<file path="config.mk">
export PLATFORM = sky130hd
export DESIGN_NAME = clock_monitor
export DESIGN_NICKNAME = d
export VERILOG_FILES = /design/src/rtl/clock_monitor.sv
export SDC_FILE = /design/constraint.sdc
export NUM_CORES = 1
export LEC_CHECK = 0
export CORE_AREA = 4 4 210 212
export DETAILED_ROUTE_END_ITERATION = 8
export DIE_AREA = 0 0 214 216
export PLACE_DENSITY = 0.49
export SYNTH_ARGS = -nofsm -noshare
export SYNTH_HDL_FRONTEND = slang
export SYNTH_SLANG_ARGS = --single-unit
</file>
<file path="constraint.sdc">
create_clock -name sysclk -period 5.2 [get_ports sysclk]
set_clock_uncertainty 0.15 [all_clocks]
set_input_delay 1.3 -clock sysclk [delete_from_list [all_inputs] [get_ports sysclk]]
set_output_delay 1.3 -clock sysclk [all_outputs]
set_load 0.05 [all_outputs]
</file>
<file path="src/rtl/clock_monitor.sv">
// Sysclk-domain monitor for the divided processor clock: measures high/low/period
// of slowclk_in in sysclk cycles, and flags lock against the expected ratio and stalls.
module clock_monitor #(
  parameter int unsigned SLOWDOWN   = 1000,
  parameter int unsigned TOLERANCE  = 2,
  parameter int unsigned LOCK_COUNT = 4,
  parameter int unsigned TIMEOUT    = 4 * SLOWDOWN
) (
  input  logic        sysclk,
  input  logic        rst,
  input  logic        slowclk_in,
  input  logic        enable,
  output logic [31:0] high_cnt,
  output logic [31:0] low_cnt,
  output logic [31:0] period_cnt,
  output logic        meas_valid,
  output logic        in_tol,
  output logic        locked,
  output logic        stalled
);

  localparam logic [31:0] HALF      = 32'(SLOWDOWN / 2 + 1);
  localparam logic [31:0] PER       = 32'(2 * (SLOWDOWN / 2 + 1));
  localparam logic [31:0] TIMEOUT_C = 32'(TIMEOUT);
  localparam logic [33:0] TOL_C     = 34'(TOLERANCE);
  localparam int          LW        = $clog2(LOCK_COUNT + 1);
  localparam logic [LW-1:0] LOCK_MAX = LW'(LOCK_COUNT);

  typedef enum logic [1:0] {
    IDLE,
    WAIT_RISE,
    MEAS_HIGH,
    MEAS_LOW
  } state_t;

  state_t state, state_nxt;

  logic        s1, s2, s3;
  logic        rise, fall;
  logic [31:0] cnt;
  logic [31:0] high_reg;
  logic [LW-1:0] lock_cnt;
  logic [32:0] sum_wide;
  logic [31:0] period_sum;
  logic        tol_ok;
  logic        timeout_hit;
  logic        cnt_load;
  logic        take_high;
  logic        take_meas;
  logic        stall_set;

  function automatic logic within_tol(input logic [31:0] value, input logic [31:0] target);
    logic [33:0] v;
    logic [33:0] t;
    v = {2'b00, value};
    t = {2'b00, target};
    return ((v + TOL_C) >= t) && (v <= (t + TOL_C));
  endfunction

  // Two-flop synchroniser plus a third flop that only serves edge detection.
  always_ff @(posedge sysclk or negedge rst) begin
    if (!rst) begin
      s1 <= 1'b0;
      s2 <= 1'b0;
      s3 <= 1'b0;
    end else begin
      s1 <= slowclk_in;
      s2 <= s1;
      s3 <= s2;
    end
  end

  assign rise = s2 & ~s3;
  assign fall = ~s2 & s3;

  assign timeout_hit = (cnt >= TIMEOUT_C);
  assign sum_wide    = {1'b0, high_reg} + {1'b0, cnt};
  assign period_sum  = sum_wide[32] ? 32'hFFFF_FFFF : sum_wide[31:0];
  assign tol_ok      = within_tol(high_reg, HALF) && within_tol(cnt, HALF) &&
                       within_tol(period_sum, PER);

  always_ff @(posedge sysclk or negedge rst) begin
    if (!rst) begin
      state <= IDLE;
    end else begin
      state <= state_nxt;
    end
  end

  // Edges take precedence over a coincident timeout; enable low overrides everything.
  always_comb begin
    state_nxt = state;
    cnt_load  = 1'b0;
    take_high = 1'b0;
    take_meas = 1'b0;
    stall_set = 1'b0;
    if (!enable) begin
      state_nxt = IDLE;
    end else begin
      case (state)
        IDLE: begin
          state_nxt = WAIT_RISE;
        end
        WAIT_RISE: begin
          if (rise) begin
            cnt_load  = 1'b1;
            state_nxt = MEAS_HIGH;
          end else if (timeout_hit) begin
            stall_set = 1'b1;
          end
        end
        MEAS_HIGH: begin
          if (fall) begin
            cnt_load  = 1'b1;
            take_high = 1'b1;
            state_nxt = MEAS_LOW;
          end else if (timeout_hit) begin
            stall_set = 1'b1;
            state_nxt = WAIT_RISE;
          end
        end
        MEAS_LOW: begin
          if (rise) begin
            cnt_load  = 1'b1;
            take_meas = 1'b1;
            state_nxt = MEAS_HIGH;
          end else if (timeout_hit) begin
            stall_set = 1'b1;
            state_nxt = WAIT_RISE;
          end
        end
        default: begin
          state_nxt = IDLE;
        end
      endcase
    end
  end

  // Cycle counter: restarts at 1 on a counted edge so a latched value equals
  // the distance between the two edge-detect pulses; saturates instead of wrapping.
  always_ff @(posedge sysclk or negedge rst) begin
    if (!rst) begin
      cnt <= 32'd0;
    end else if (!enable || state == IDLE) begin
      cnt <= 32'd0;
    end else if (cnt_load) begin
      cnt <= 32'd1;
    end else if (cnt != 32'hFFFF_FFFF) begin
      cnt <= cnt + 32'd1;
    end
  end

  always_ff @(posedge sysclk or negedge rst) begin
    if (!rst) begin
      high_reg <= 32'd0;
    end else if (take_high) begin
      high_reg <= cnt;
    end
  end

  // Published measurements hold across stalls and disables; only flags are cleared.
  always_ff @(posedge sysclk or negedge rst) begin
    if (!rst) begin
      high_cnt   <= 32'd0;
      low_cnt    <= 32'd0;
      period_cnt <= 32'd0;
      meas_valid <= 1'b0;
      in_tol     <= 1'b0;
    end else begin
      meas_valid <= take_meas;
      if (!enable) begin
        in_tol <= 1'b0;
      end else if (take_meas) begin
        high_cnt   <= high_reg;
        low_cnt    <= cnt;
        period_cnt <= period_sum;
        in_tol     <= tol_ok;
      end
    end
  end

  always_ff @(posedge sysclk or negedge rst) begin
    if (!rst) begin
      lock_cnt <= '0;
      stalled  <= 1'b0;
    end else if (!enable) begin
      lock_cnt <= '0;
      stalled  <= 1'b0;
    end else begin
      if (stall_set) begin
        lock_cnt <= '0;
      end else if (take_meas) begin
        if (!tol_ok) begin
          lock_cnt <= '0;
        end else if (lock_cnt != LOCK_MAX) begin
          lock_cnt <= lock_cnt + 1'b1;
        end
      end
      if (rise && state != IDLE) begin
        stalled <= 1'b0;
      end else if (stall_set) begin
        stalled <= 1'b1;
      end
    end
  end

  assign locked = (lock_cnt == LOCK_MAX);

endmodule

</file>
==> results_dict.tcl, run 1 <==
set metrics [dict create \
    clock_path_buffers 2 \
    postLayoutCoreUtil_pct 32.8 \
    htreeDepth 4 \
    ctsResizeCount 0 \
    syn_inst 1356 \
    cts_inserted_buffers 17 \
    hold_depth 0 \
    final_max_slew_viol_count 0 \
    status "complete, no violations" \
    die_h_um 216 \
    num_rows 75 \
    synthToLayoutAreaGrowth_pct 22.3 \
    start_util_pct 26.8 \
    drive_gt1_share_pct 11.2 \
    grt_max_degree 91 \
    wl_um 38900 \
    grt_busiest_layer "met2" \
    cp_max_fo 6 \
    min_period_over_period_pct 94.3 \
    via_per_inst 5.15 \
    clock_latency_ns 0.45 \
    synth_top_flop_cell "dfrtp_1" \
    path_buf_inv 1 \
    powerDensity_mw_per_mm2 223 \
    whs_endpoint "s2" \
    path_cells "ha_1 -> fa_1 -> a211oi_2 -> o211ai_2 -> a211oi_2 -> buf_4 -> o31ai_4 -> xnor2_1 -> or3_1 -> or4_1 -> nor4_1 -> a211oi_1 -> a211o_1 -> nand4b_4 -> a21oi_4 -> mux2i_1" \
    gr-usage-met2_pct 26.5 \
    crit_slowest_cell "or4_1" \
    grt_setup_unrepaired "no" \
    cp_num_cells 16 \
    grt_overflow 0 \
    place_area_mm2 0.0131 \
    cp.arrival_ns 5.07 \
    vias 10357 \
    syn_avg_cell_area_um2 8.30 \
    cts_tree "yes" \
    slew_headroom_pct 27.5 \
    cts_num_sinks 171 \
    grt_antenna_before_repair 0 \
    grt_pass1_wl_um 61800 \
    globalplace.congestion 0.894 \
    nets 1506 \
    grt_usage_pct 16.8 \
    worstMarginPinSlew_ns 1.08 \
    path_common_cell "a211oi_2" \
    ys_seq_area_share_pct 38.0 \
    wl_per_cell_um 19.4 \
    hold_start "s1" \
    min_path_type "reg2reg" \
    rr_startpoint "high_reg[0]" \
    slowest_delay_ns 0.62 \
    maxCapViolCount 0 \
    coreArea_mm2 0.0419 \
    yosysTopAreaCellShare_pct 38.0 \
    die_w_um 214 \
    dp_cells 1977 \
    crit_required_ns 5.37 \
    critPathCaptureType "flop" \
    fin_area_mm2 0.0138 \
    fill_cells 4385 \
    synth_seq_cells 171 \
    crit_family "compound AO/OA/AOI/OAI gates" \
    crit_type "reg2reg" \
    p_leak_uw 0.00610 \
    fin_setup_tns_ns 0 \
    gr-usage-met3_pct 3.43 \
    multiInputGateArea_mm2 0.00656 \
    r2r_slack_ns 0.30 \
    drt_iter0_drc 694 \
    portBuffers 103 \
    async_flop_share_pct 100 \
    grt_pass1_vias 10394 \
    reg2regPathDepth 16 \
    cts_root_buf "clkbuf_16" \
    synth_enable_flop_cells 0 \
    hold_violations 0 \
    first_pass_iters 5 \
    min_period_ns 4.90 \
    ctsHoldBuffers 0 \
    pin_count 104 \
    r2r-end "lock_cnt[0]" \
    setup_viol 0 \
    fmax_mhz 204 \
    ir_drop_v 0.000155 \
    ff_latch_area_mm2 0.00428 \
    cts_setup_buffers 0 \
    synth_area_leaders "dfrtp_1, nand2_1, ha_1" \
    final_common_cell "nand2_1" \
    critPathLaunchType "flop" \
    antenna_left 0 \
    globalRouteMet1Util_pct 23.4 \
    yosysTopAreaCell "dfrtp_1" \
    netlist_area_mm2 0.0113 \
    ys.warnings.count 0 \
    synth_cell_type_count 85 \
    final_cells 2010 \
    path_clk_slew_ns 0.07 \
    drc 0 \
    syn-num-nets 1405 \
    dpl.hpwl_um 29400 \
    final_cell_mix "nand2_1, dfrtp_1, nor2_1" \
    die_area_mm2 0.0462 \
]
## synth_stat cells (6+ instances only)
cell and n:
a211oi_1 11, a21o_1 10, a21oi_1 72, a31oi_1 18
and2_1 18, and3_1 14, and4_1 18, buf_2 11
clkbuf_1 68, dfrtp_1 171, ha_1 44, inv_1 17
mux2_2 31, mux2i_1 8, nand2_1 282, nand2b_1 7
nand3_1 52, nand4_1 35, nor2_1 116, nor2b_1 9
nor3_1 24, nor4_1 19, o211ai_1 6, o21a_1 9
o21ai_0 69, o21ai_1 8, o21bai_1 6, o31ai_1 6
or3_1 21, or4_1 9, xnor2_1 30, xor2_1 32
## stage by stage
| step | total power, µW | setup WS [ns] | hold slack [ns] |
|---|---|---|---|
| final | 3070 | 0.297 | 0.202 |
| after CTS | 3130 | 0.296 | 0.205 |
| after global routing | 3190 | 0.0271 | 0.208 |
| after global placement | 1720 | 0.431 | 0.183 |
| after floorplan | 1590 | 0.0113 | 0.181 |
| after detailed placement | 1720 | 0.297 | 0.189 |
## layout make-up
type | instances | area share, %
tap | 539 | 4.90
clock inverter | 12 | 1.18
antenna | 1 | 0.0182
clock buffer | 20 | 3.32
timing repair buffer | 170 | 11.3
inverter | 18 | 0.500
multi-input combinational | 1079 | 47.7
sequential | 171 | 31.1
## cell families (layout without fill, tap and decap cells)
group	count (synthesis)	count (layout)	synth area share [%]
AND/OR/NAND/NOR	653	653	27.9
AO/OA/AOI/OAI	279	279	16.4
adder cells (fa/ha/maj)	45	45	5.07
XOR/XNOR	63	63	4.97
other	0	1	0
multiplexers	39	39	3.81
flip-flops	171	171	38.0
buffers and inverters	106	220	3.80
## where the power goes
group / total [µW] / switching [µW] / internal [µW]
clock: 1380 / 596 / 788
sequential: 1390 / 23.7 / 1370
combinational: 298 / 210 / 87.7
total: 3070 / 831 / 2240
## layer usage
layer | share of wire [%] | vias up
li1 | - | 5028
met1 | 48 | 4998
met2 | 45 | 283
met3 | 4.8 | 48
met4 | 2.0 | 0
met5 | 0 | -
## worst reg2reg max path, cell delays in order, from the launching register on
cell and delay, ns:
dfrtp_1 0.42, ha_1 0.23, fa_1 0.42, a211oi_2 0.32, o211ai_2 0.16, a211oi_2 0.41, buf_4 0.20, o31ai_4 0.07
xnor2_1 0.25, or3_1 0.37, or4_1 0.62, nor4_1 0.29, a211oi_1 0.09, a211o_1 0.29, nand4b_4 0.21, a21oi_4 0.17
mux2i_1 0.09
## worst max path at each step
stage,startpoint,to,slack (ns)
floorplan,cnt[0],lock_cnt[1],0.01
global placement,high_reg[0],lock_cnt[1],0.43
detailed placement,high_reg[0],lock_cnt[0],0.30
CTS,high_reg[0],lock_cnt[0],0.30
global route,high_reg[0],lock_cnt[0],0.03
finish,high_reg[0],lock_cnt[0],0.30
(Power assumes the default switching activity.)
==> run 2, diff against run 1 <==
ABC_CLOCK_PERIOD_IN_PS = 5200   (was not set)
==> results of run 2 <==
No change in the layout: final DEF, timing and power equal those of run 1.
